## src/rtl/lsu_unit.sv

```systemverilog
// Load/store unit: one handshaked access at a time between execute and a word-wide
// data memory, with lane steering, byte enables, load extension, misalign and timeout checks.
module lsu_unit #(
    parameter int unsigned XLEN       = 32,
    parameter int unsigned ADDR_WIDTH = 32,
    parameter int unsigned TIMEOUT    = 255
) (
    input  logic                    clk_t,
    input  logic                    rst_t,
    input  logic                    req_valid_t,
    output logic                    req_ready_t,
    input  logic                    req_wr_t,
    input  logic [1:0]              req_size_t,
    input  logic                    req_unsigned_t,
    input  logic [ADDR_WIDTH-1:0]   req_addr_t,
    input  logic [XLEN-1:0]         req_wdata_t,
    output logic                    resp_valid_t,
    output logic [XLEN-1:0]         resp_rdata_t,
    output logic [1:0]              resp_err_t,
    output logic                    mem_req_t,
    output logic                    mem_we_t,
    output logic [ADDR_WIDTH-1:0]   mem_addr_t,
    output logic [XLEN/8-1:0]       mem_be_t,
    output logic [XLEN-1:0]         mem_wdata_t,
    input  logic                    mem_ack_t,
    input  logic [XLEN-1:0]         mem_rdata_t
);

    localparam int unsigned NB    = XLEN / 8;
    localparam int unsigned OFF_W = $clog2(NB);
    localparam int unsigned CNT_W = 32;

    localparam logic [1:0] ERR_OK    = 2'b00;
    localparam logic [1:0] ERR_ALIGN = 2'b01;
    localparam logic [1:0] ERR_TOUT  = 2'b10;
    localparam logic [1:0] ERR_SIZE  = 2'b11;

    typedef enum logic [1:0] {
        S_IDLE,
        S_MEM,
        S_RESP
    } state_e;

    state_e                 state_q, state_d;
    logic [CNT_W-1:0]       cnt_q, cnt_d;
    logic                   wr_q, wr_d;
    logic [1:0]             size_q, size_d;
    logic                   uns_q, uns_d;
    logic [OFF_W-1:0]       off_q, off_d;

    logic                   req_ready_q, req_ready_d;
    logic                   resp_valid_q, resp_valid_d;
    logic [XLEN-1:0]        resp_rdata_q, resp_rdata_d;
    logic [1:0]             resp_err_q, resp_err_d;
    logic                   mem_req_q, mem_req_d;
    logic                   mem_we_q, mem_we_d;
    logic [ADDR_WIDTH-1:0]  mem_addr_q, mem_addr_d;
    logic [NB-1:0]          mem_be_q, mem_be_d;
    logic [XLEN-1:0]        mem_wdata_q, mem_wdata_d;

    logic [OFF_W-1:0]       off_c;
    logic                   illegal_c;
    logic                   misal_c;
    logic [NB-1:0]          be_c;
    logic [XLEN-1:0]        wdata_c;
    logic [XLEN-1:0]        shifted_c;
    logic [XLEN-1:0]        load_c;
    logic                   tout_c;

    // Request decode: lane offset, legality, byte enables and replicated store data
    always_comb begin
        off_c     = req_addr_t[OFF_W-1:0];
        illegal_c = (XLEN == 32) && (req_size_t == 2'b11);
        misal_c   = 1'b0;
        be_c      = '1;
        wdata_c   = req_wdata_t;
        unique case (req_size_t)
            2'b00: begin
                be_c    = NB'(1) << off_c;
                wdata_c = {NB{req_wdata_t[7:0]}};
            end
            2'b01: begin
                misal_c = off_c[0];
                be_c    = NB'(3) << off_c;
                wdata_c = {(NB/2){req_wdata_t[15:0]}};
            end
            2'b10: begin
                misal_c = |off_c[1:0];
                be_c    = NB'(15) << off_c;
                wdata_c = {(XLEN/32){req_wdata_t[31:0]}};
            end
            default: begin
                misal_c = |off_c;
                be_c    = '1;
                wdata_c = req_wdata_t;
            end
        endcase
    end

    // Load lane selection and sign/zero extension from the captured size
    always_comb begin
        shifted_c = mem_rdata_t >> {off_q, 3'b000};
        unique case (size_q)
            2'b00:   load_c = uns_q ? XLEN'(shifted_c[7:0])  : XLEN'($signed(shifted_c[7:0]));
            2'b01:   load_c = uns_q ? XLEN'(shifted_c[15:0]) : XLEN'($signed(shifted_c[15:0]));
            2'b10:   load_c = uns_q ? XLEN'(shifted_c[31:0]) : XLEN'($signed(shifted_c[31:0]));
            default: load_c = shifted_c;
        endcase
    end

    assign tout_c = (TIMEOUT != 0) && ((cnt_q + CNT_W'(1)) == CNT_W'(TIMEOUT));

    // Next-state and registered-output logic
    always_comb begin
        state_d      = state_q;
        cnt_d        = cnt_q;
        wr_d         = wr_q;
        size_d       = size_q;
        uns_d        = uns_q;
        off_d        = off_q;
        resp_valid_d = 1'b0;
        resp_rdata_d = resp_rdata_q;
        resp_err_d   = resp_err_q;
        mem_req_d    = mem_req_q;
        mem_we_d     = mem_we_q;
        mem_addr_d   = mem_addr_q;
        mem_be_d     = mem_be_q;
        mem_wdata_d  = mem_wdata_q;

        unique case (state_q)
            S_IDLE: begin
                if (req_ready_q && req_valid_t) begin
                    wr_d   = req_wr_t;
                    size_d = req_size_t;
                    uns_d  = req_unsigned_t;
                    off_d  = off_c;
                    cnt_d  = '0;
                    if (illegal_c) begin
                        state_d      = S_RESP;
                        resp_valid_d = 1'b1;
                        resp_err_d   = ERR_SIZE;
                        resp_rdata_d = '0;
                    end else if (misal_c) begin
                        state_d      = S_RESP;
                        resp_valid_d = 1'b1;
                        resp_err_d   = ERR_ALIGN;
                        resp_rdata_d = '0;
                    end else begin
                        state_d     = S_MEM;
                        mem_req_d   = 1'b1;
                        mem_we_d    = req_wr_t;
                        mem_addr_d  = {req_addr_t[ADDR_WIDTH-1:OFF_W], OFF_W'(0)};
                        mem_be_d    = be_c;
                        mem_wdata_d = wdata_c;
                    end
                end
            end
            S_MEM: begin
                // An ack on the timeout cycle still completes the access
                if (mem_ack_t) begin
                    state_d      = S_RESP;
                    mem_req_d    = 1'b0;
                    resp_valid_d = 1'b1;
                    resp_err_d   = ERR_OK;
                    resp_rdata_d = wr_q ? '0 : load_c;
                end else if (tout_c) begin
                    state_d      = S_RESP;
                    mem_req_d    = 1'b0;
                    resp_valid_d = 1'b1;
                    resp_err_d   = ERR_TOUT;
                    resp_rdata_d = '0;
                end else begin
                    cnt_d = cnt_q + CNT_W'(1);
                end
            end
            S_RESP: begin
                state_d = S_IDLE;
            end
            default: begin
                state_d   = S_IDLE;
                mem_req_d = 1'b0;
            end
        endcase

        req_ready_d = (state_d == S_IDLE);
    end

    always_ff @(posedge clk_t or negedge rst_t) begin
        if (!rst_t) begin
            state_q      <= S_IDLE;
            cnt_q        <= '0;
            wr_q         <= 1'b0;
            size_q       <= 2'b00;
            uns_q        <= 1'b0;
            off_q        <= '0;
            req_ready_q  <= 1'b0;
            resp_valid_q <= 1'b0;
            resp_rdata_q <= '0;
            resp_err_q   <= 2'b00;
            mem_req_q    <= 1'b0;
            mem_we_q     <= 1'b0;
            mem_addr_q   <= '0;
            mem_be_q     <= '0;
            mem_wdata_q  <= '0;
        end else begin
            state_q      <= state_d;
            cnt_q        <= cnt_d;
            wr_q         <= wr_d;
            size_q       <= size_d;
            uns_q        <= uns_d;
            off_q        <= off_d;
            req_ready_q  <= req_ready_d;
            resp_valid_q <= resp_valid_d;
            resp_rdata_q <= resp_rdata_d;
            resp_err_q   <= resp_err_d;
            mem_req_q    <= mem_req_d;
            mem_we_q     <= mem_we_d;
            mem_addr_q   <= mem_addr_d;
            mem_be_q     <= mem_be_d;
            mem_wdata_q  <= mem_wdata_d;
        end
    end

    assign req_ready_t  = req_ready_q;
    assign resp_valid_t = resp_valid_q;
    assign resp_rdata_t = resp_rdata_q;
    assign resp_err_t   = resp_err_q;
    assign mem_req_t    = mem_req_q;
    assign mem_we_t     = mem_we_q;
    assign mem_addr_t   = mem_addr_q;
    assign mem_be_t     = mem_be_q;
    assign mem_wdata_t  = mem_wdata_q;

endmodule
```

## config.mk

```make
export PLATFORM = sky130hd
export DESIGN_NAME = lsu_unit
export DESIGN_NICKNAME = d
export VERILOG_FILES = /design/src/rtl/lsu_unit.sv
export SDC_FILE = /design/constraint.sdc
export NUM_CORES = 1
export LEC_CHECK = 0
export BUFFER_PORTS_ARGS = -buffer_cell sky130_fd_sc_hd__buf_4
export CORE_MARGIN = 10
export CORE_UTILIZATION = 57
export CTS_CLUSTER_SIZE = 28
export DETAILED_ROUTE_END_ITERATION = 12
export PLACE_DENSITY_LB_ADDON = 0.05
export REMOVE_ABC_BUFFERS = 1
export SYNTH_ARGS = -nofsm -noshare
export SYNTH_HDL_FRONTEND = slang
export SYNTH_SLANG_ARGS = --single-unit
```

## constraint.sdc

```tcl
create_clock -name clk_t -period 8.2 [get_ports clk_t]
set_input_delay 1.23 -clock clk_t [delete_from_list [all_inputs] [get_ports clk_t]]
set_output_delay 1.23 -clock clk_t [all_outputs]
set_load 0.01 [all_outputs]
```

==> flow_metrics.py, run 1 <==
metrics = {
    "run_status": {
        "status": "completed",
    },
    "worst_setup_path": {
        "crit_path_start": "cnt_q[1]",
        "r2r_slack_ns": 3.94,
        "crit_top_cell": "o21ai_0",
        "crit_arrival_ns": 4.57,
        "crit_path_start_kind": "flop",
        "crit_type": "reg -> reg",
        "slowest_delay_ns": 0.82,
        "setup.worst_path.end_class": "flop",
        "path_cells": "ha_1, nand3_1, nor4_1, nand2_1, xnor2_1, a2111o_1, nor4_4, o21ai_0, o21ai_0",
        "slowest_stage": "nor4_4",
        "crit_fanout": 14,
        "required_ns": 8.51,
        "r2r_start": "cnt_q[1]",
    },
    "clock_tree": {
        "cts_resized": 0,
        "cts_max_level": 4,
        "clock_latency_ns": 0.42,
        "cts_hold_buf": 0,
        "ctsLongestPathBuffers": 2,
        "post-cts-setup-buffers": 0,
        "cts_sinks": 144,
        "cts_buffers": 17,
        "cts_tree": "done",
        "clkTransAtPathRegs_ns": 0.06,
        "cts-root-buf": "clkbuf_16",
    },
    "finish": {
        "final_cell_mix": "buf_4, dfrtp_1, nand2_1",
        "diodes": 0,
        "fillers": 996,
        "final_common_cell": "buf_4",
        "area_delta_synth_final_pct": 26.7,
        "layout-drive-gt1-share_pct": 33.0,
        "layout.nets": 1049,
    },
    "grt": {
        "overflow": 0,
        "grt_max_degree": 77,
        "antenna_found_initial": 0,
        "grt_pass1_wl_um": 34600,
        "grt_usage_pct": 23.5,
        "grt_pass1_vias": 6610,
    },
    "place": {
        "gp_congestion": 0.926,
        "port_buffers": 207,
        "hpwl_um": 15900,
    },
    "route": {
        "ant_nets": 0,
        "routed_via_density": 5.92,
        "first_pass_iters": 5,
        "drc": 0,
        "vias": 6682,
        "wl_um": 21900,
        "wl_per_cell_um": 19.4,
        "drtIter0Drc": 554,
    },
    "die": {
        "rows": 42,
        "io_pins": 210,
        "dieArea_um2": 18400,
        "core-area_um2": 13200,
        "die_h_um": 136,
        "start_util_pct": 57.9,
        "die_x_um": 136,
    },
    "power_and_ir_drop": {
        "max-vdd-ir-drop_mv": 0.188,
        "static-leakage-power_nw": 4.68,
        "finalPower_mw": 3.05,
        "pwr_density_cell_nw_per_um2": 316,
    },
    "sta": {
        "hold_viol": 0,
        "rsz0062_at_grt": "false",
        "final.setup.tns_ns": 0,
        "slew_headroom_pct": 19.8,
        "setup_viol": 0,
        "period_needed_ns": 4.26,
        "worstMarginPinSlew_ns": 1.20,
        "fmax_ghz": 0.235,
        "fin_skew_ns": 0.0104,
        "slew_viol_final": 0,
        "final.period_utilization_pct": 51.9,
    },
    "worst_hold_path": {
        "hold_start": "mem_wdata_t[30]",
        "hp-class": "reg -> reg",
    },
    "logic_synthesis": {
        "dominantRegCellSynth": "dfrtp_1",
        "async_flop_share_pct": 100,
        "ys_warn_count": 0,
        "syn_area_per_cell_um2": 9.93,
        "ys_ff_latch": 144,
        "synth_edf_count": 0,
        "ys_seq_area_share_pct": 47.2,
        "syn_inst": 769,
        "synth_area_um2": 7640,
        "ys_types": 70,
    },
    "run": {
        "max_cap_violations": 0,
    },
}
-- power breakdown --
| part | internal (mW) | switching, mW |
|---|---|---|
| registers | 0.969 | 0.194 |
| clock network | 0.426 | 0.308 |
| logic | 0.580 | 0.575 |
-- cells in the mapped netlist, types with 6 or more instances --
cell / count / share of area, %
dfrtp_1: 144 / 47
nand2_1: 106 / 5.2
o21ai_0: 70 / 4.6
mux2_2: 49 / 7.2
clkbuf_1: 41 / 2.0
a21oi_1: 28 / 1.8
nor2_1: 26 / 1.3
a22o_1: 25 / 2.9
mux2i_1: 23 / 3.0
nand3_1: 22 / 1.4
nor3_1: 21 / 1.4
a21o_1: 16 / 1.6
inv_1: 15 / 0.74
nand4_1: 14 / 1.1
and3_1: 11 / 0.90
o2bb2ai_1: 10 / 1.1
nor4_1: 9 / 0.74
a211o_1: 8 / 0.92
a22oi_1: 8 / 0.79
o211ai_1: 8 / 0.79
or3_1: 8 / 0.66
xnor2_1: 8 / 0.92
xor2_1: 7 / 0.80
clkbuf_8: 6 / 1.1
ha_1: 6 / 0.98
o31ai_1: 6 / 0.59
-- metal layers --
metal	track usage [%]	vias to the layer above	routed length (um)
met1	28.6	3226	8630
met3	10.3	33	2500
met2	36.4	307	10400
met4	8.19	0	382
met5	0	-	0
li1	-	3116	-
-- worst max-delay path, delay by kind of cell (launching register included) --
family | cells | cell delay (ns)
DFF | 1 | 0.42
adders and majority gates | 1 | 0.23
xor gates and xnor gates | 1 | 0.20
AOI/OAI and AO/OA | 3 | 1.36
and+or+nand+nor | 4 | 1.92
-- path summary, 6_finish.rpt --
check                      depth (start not counted)              end
min in group asynchronous                          1        cnt_q[21]
min                                                2  mem_wdata_t[30]
max reg2reg                                        9        cnt_q[26]
max                                                9        cnt_q[26]
max in group asynchronous                          2  mem_wdata_t[28]
min reg2reg                                        2  mem_wdata_t[30]
-- kinds of logic (layout without fill, tap and decap cells) --
| group | count (synthesis) | count (layout) | share of synthesized area [%] |
|---|---|---|---|
| other | 1 | 2 | 0.0491 |
| multiplexers | 72 | 72 | 10.2 |
| adder cells (fa/ha/maj) | 6 | 6 | 0.983 |
| XOR/XNOR | 15 | 15 | 1.72 |
| AND/OR/NAND/NOR | 252 | 252 | 16.7 |
| flip-flops | 144 | 144 | 47.2 |
| AO/OA/AOI/OAI | 202 | 202 | 17.8 |
| buffers and inverters | 77 | 259 | 5.36 |
-- flip-flops by register name, indices dropped and copies added (netlist names) --
register      flops
mem_be_t          4
mem_we_t          1
resp_rdata_t     32
mem_wdata_t      32
off_q             2
resp_valid_t      1
cnt_q            32
wr_q              1
req_ready_t       1
mem_addr_t       30
resp_err_t        2
size_q            2
uns_q             1
state_q           2
mem_req_t         1
-- through the flow --
stage / hold slack [ns] / instances / setup WS [ns] / util (%) / cell area [um^2]
after floorplan: 0.437 / 708 / 4.11 / - / 7290
after global placement: 0.457 / 1096 / 4.19 / 69.1 / 9120
after detailed placement: 0.467 / 1096 / 4.10 / 69.1 / 9120
after CTS: 0.484 / 1128 / 4.07 / 73.3 / 9670
after global routing: 0.512 / 1128 / 3.68 / 73.3 / 9670
final: 0.484 / 1128 / 3.94 / 73.3 / 9670
-- cell type report --
class                   count  area (um^2)  share of cell area (%)
well taps                 176          220                    2.28
multi-input cells         549         3640                    37.6
clock buffers              20          447                    4.62
inverters                  15         56.3                   0.582
clock inverters            12          110                    1.14
flip-flops and latches    144         3600                    37.3
repair buffers            212         1600                    16.5
Note: power is estimated with default switching activity, not from simulation.
==> run 2: changes to the inputs <==
--- a/config.mk
+++ b/config.mk
@@ -7,7 +7,7 @@
 export LEC_CHECK = 0
 export BUFFER_PORTS_ARGS = -buffer_cell sky130_fd_sc_hd__buf_4
 export CORE_MARGIN = 10
-export CORE_UTILIZATION = 57
+export CORE_UTILIZATION = 48
 export CTS_CLUSTER_SIZE = 28
 export DETAILED_ROUTE_END_ITERATION = 12
 export PLACE_DENSITY_LB_ADDON = 0.05
==> constraint.sdc (replaced) <==
create_clock -name clk_t -period 3.7 [get_ports clk_t]
set_input_delay 0.555 -clock clk_t [delete_from_list [all_inputs] [get_ports clk_t]]
set_output_delay 0.555 -clock clk_t [all_outputs]
set_load 0.01 [all_outputs]
==> run 2 against run 1 <==
Compared with the run above:
- sequential cell count did not move
- global-route usage shrank 2.8 points
- total power grew 120%
- critical path type unchanged
- sequential power grew 120%
- hold slack got worse by 0.33 ns
- highest routed layer unchanged
- critical endpoint is now cnt_q[12]
- clock-buffer cell count down 2
- die area increased by 16%
==> flow_metrics.py, run 2 (synthesized netlist as in run 1, its figures left out) <==
metrics = {
    "run_status": {
        "status": "completed",
    },
    "grt": {
        "grt_usage_pct": 20.7,
        "antenna_found_initial": 0,
        "grt_pass1_vias": 6868,
        "grt_pass1_wl_um": 36400,
        "overflow": 0,
        "grt_max_degree": 77,
    },
    "sta": {
        "final.setup.tns_ns": 0,
        "worstMarginPinSlew_ns": 1.19,
        "rsz0062_at_grt": "false",
        "fmax_ghz": 0.289,
        "slew_viol_final": 0,
        "hold_viol": 0,
        "period_needed_ns": 3.46,
        "final.period_utilization_pct": 93.5,
        "slew_headroom_pct": 20.2,
        "fin_skew_ns": 0.0135,
        "setup_viol": 0,
    },
    "route": {
        "vias": 6717,
        "drc": 0,
        "first_pass_iters": 5,
        "wl_per_cell_um": 18.7,
        "routed_via_density": 5.64,
        "drtIter0Drc": 452,
        "wl_um": 22300,
        "ant_nets": 0,
    },
    "clock_tree": {
        "post-cts-setup-buffers": 0,
        "clock_latency_ns": 0.43,
        "ctsLongestPathBuffers": 2,
        "clkTransAtPathRegs_ns": 0.06,
        "cts_tree": "done",
        "cts_max_level": 4,
        "cts_resized": 0,
        "cts_sinks": 144,
        "cts_buffers": 17,
        "cts-root-buf": "clkbuf_16",
        "cts_hold_buf": 0,
    },
    "finish": {
        "multi_input_area_um2": 3640,
        "regArea_um2": 3600,
        "layout-drive-gt1-share_pct": 34.6,
        "fin_cells": 1192,
        "final_area_um2": 9950,
        "final_common_cell": "buf_4",
        "fillers": 1294,
        "layout.nets": 1073,
        "area_delta_synth_final_pct": 30.2,
        "fin_util_pct": 63.3,
        "diodes": 0,
        "final_cell_mix": "buf_4, dfrtp_1, nand2_1",
    },
    "die": {
        "die_x_um": 146,
        "core-area_um2": 15700,
        "start_util_pct": 48.6,
        "die_h_um": 146,
        "io_pins": 210,
        "dieArea_um2": 21400,
        "rows": 46,
    },
    "place": {
        "gp_congestion": 1.01,
        "dp_cells": 1160,
        "port_buffers": 207,
        "hpwl_um": 16600,
        "placed_cell_area_um2": 9380,
    },
    "power_and_ir_drop": {
        "max-vdd-ir-drop_mv": 0.412,
        "finalPower_mw": 6.84,
        "static-leakage-power_nw": 4.82,
        "pwr_density_cell_nw_per_um2": 688,
    },
    "worst_setup_path": {
        "crit_type": "reg -> reg",
        "slowest_delay_ns": 0.62,
        "cp_top_family": "simple AND/OR/NAND/NOR gates",
        "crit_arrival_ns": 3.82,
        "setup.worst_path.end_class": "flop",
        "worstReg2RegEnd": "cnt_q[12]",
        "crit_fanout": 10,
        "r2r_start": "cnt_q[11]",
        "crit_path_start": "cnt_q[11]",
        "crit_path_start_kind": "flop",
        "crit_buf_inv": 1,
        "slowest_stage": "or4_4",
        "crit_top_cell": "or4_4",
        "r2r_slack_ns": 0.24,
        "path_cells": "nand3_2, or4_4, nor4_1, and3_2, a31oi_1, or4_4, a21oi_4, buf_4, a211o_1",
        "required_ns": 4.06,
        "reg2regPathDepth": 9,
        "worstSetupEndpoint": "cnt_q[12]",
        "crit_cells": 9,
    },
    "worst_hold_path": {
        "hp-class": "in -> async",
    },
    "run": {
        "max_cap_violations": 0,
    },
}
[run 2: layout make-up]
cell class | instances | share of cell area (%)
clock buffer | 18 | 4.32
inverter | 15 | 0.566
tap | 216 | 2.72
multi-input combinational | 549 | 36.6
sequential | 144 | 36.2
clock inverter | 14 | 1.36
timing repair buffer | 236 | 18.2
[run 2: metal layers]
metal / global-route usage (%) / vias to the layer above / routed length [um]
li1: - / 3171 / -
met1: 25.4 / 3254 / 9320
met2: 32.1 / 261 / 10300
met3: 8.87 / 31 / 2260
met4: 7.16 / 0 / 435
met5: 0 / - / 0
[run 2: report_power, final]
group | switching (mW) | internal [mW] | total [mW]
clock | 0.702 | 0.936 | 1.64
sequential | 0.413 | 2.15 | 2.56
combinational | 1.28 | 1.36 | 2.64
total | 2.40 | 4.44 | 6.84
[run 2: worst min-delay path by stage]
stage	to	slack, ns	cells after the start
after floorplan	cnt_q[0]	0.26	0
after global placement	wr_q	0.46	2
after detailed placement	wr_q	0.46	2
after CTS	mem_addr_t[17]	0.18	1
after global routing	mem_addr_t[28]	0.21	1
final	mem_addr_t[26]	0.15	1
[run 2: metrics by stage]
step / setup WS, ns / hold slack [ns]
3_3_place_gp: 0.412 / 0.459
6_report: 0.240 / 0.154
2_1_floorplan: 0.0227 / 0.259
3_5_place_dp: 0.328 / 0.462
5_1_grt: 0.0635 / 0.210
4_1_cts: 0.307 / 0.184
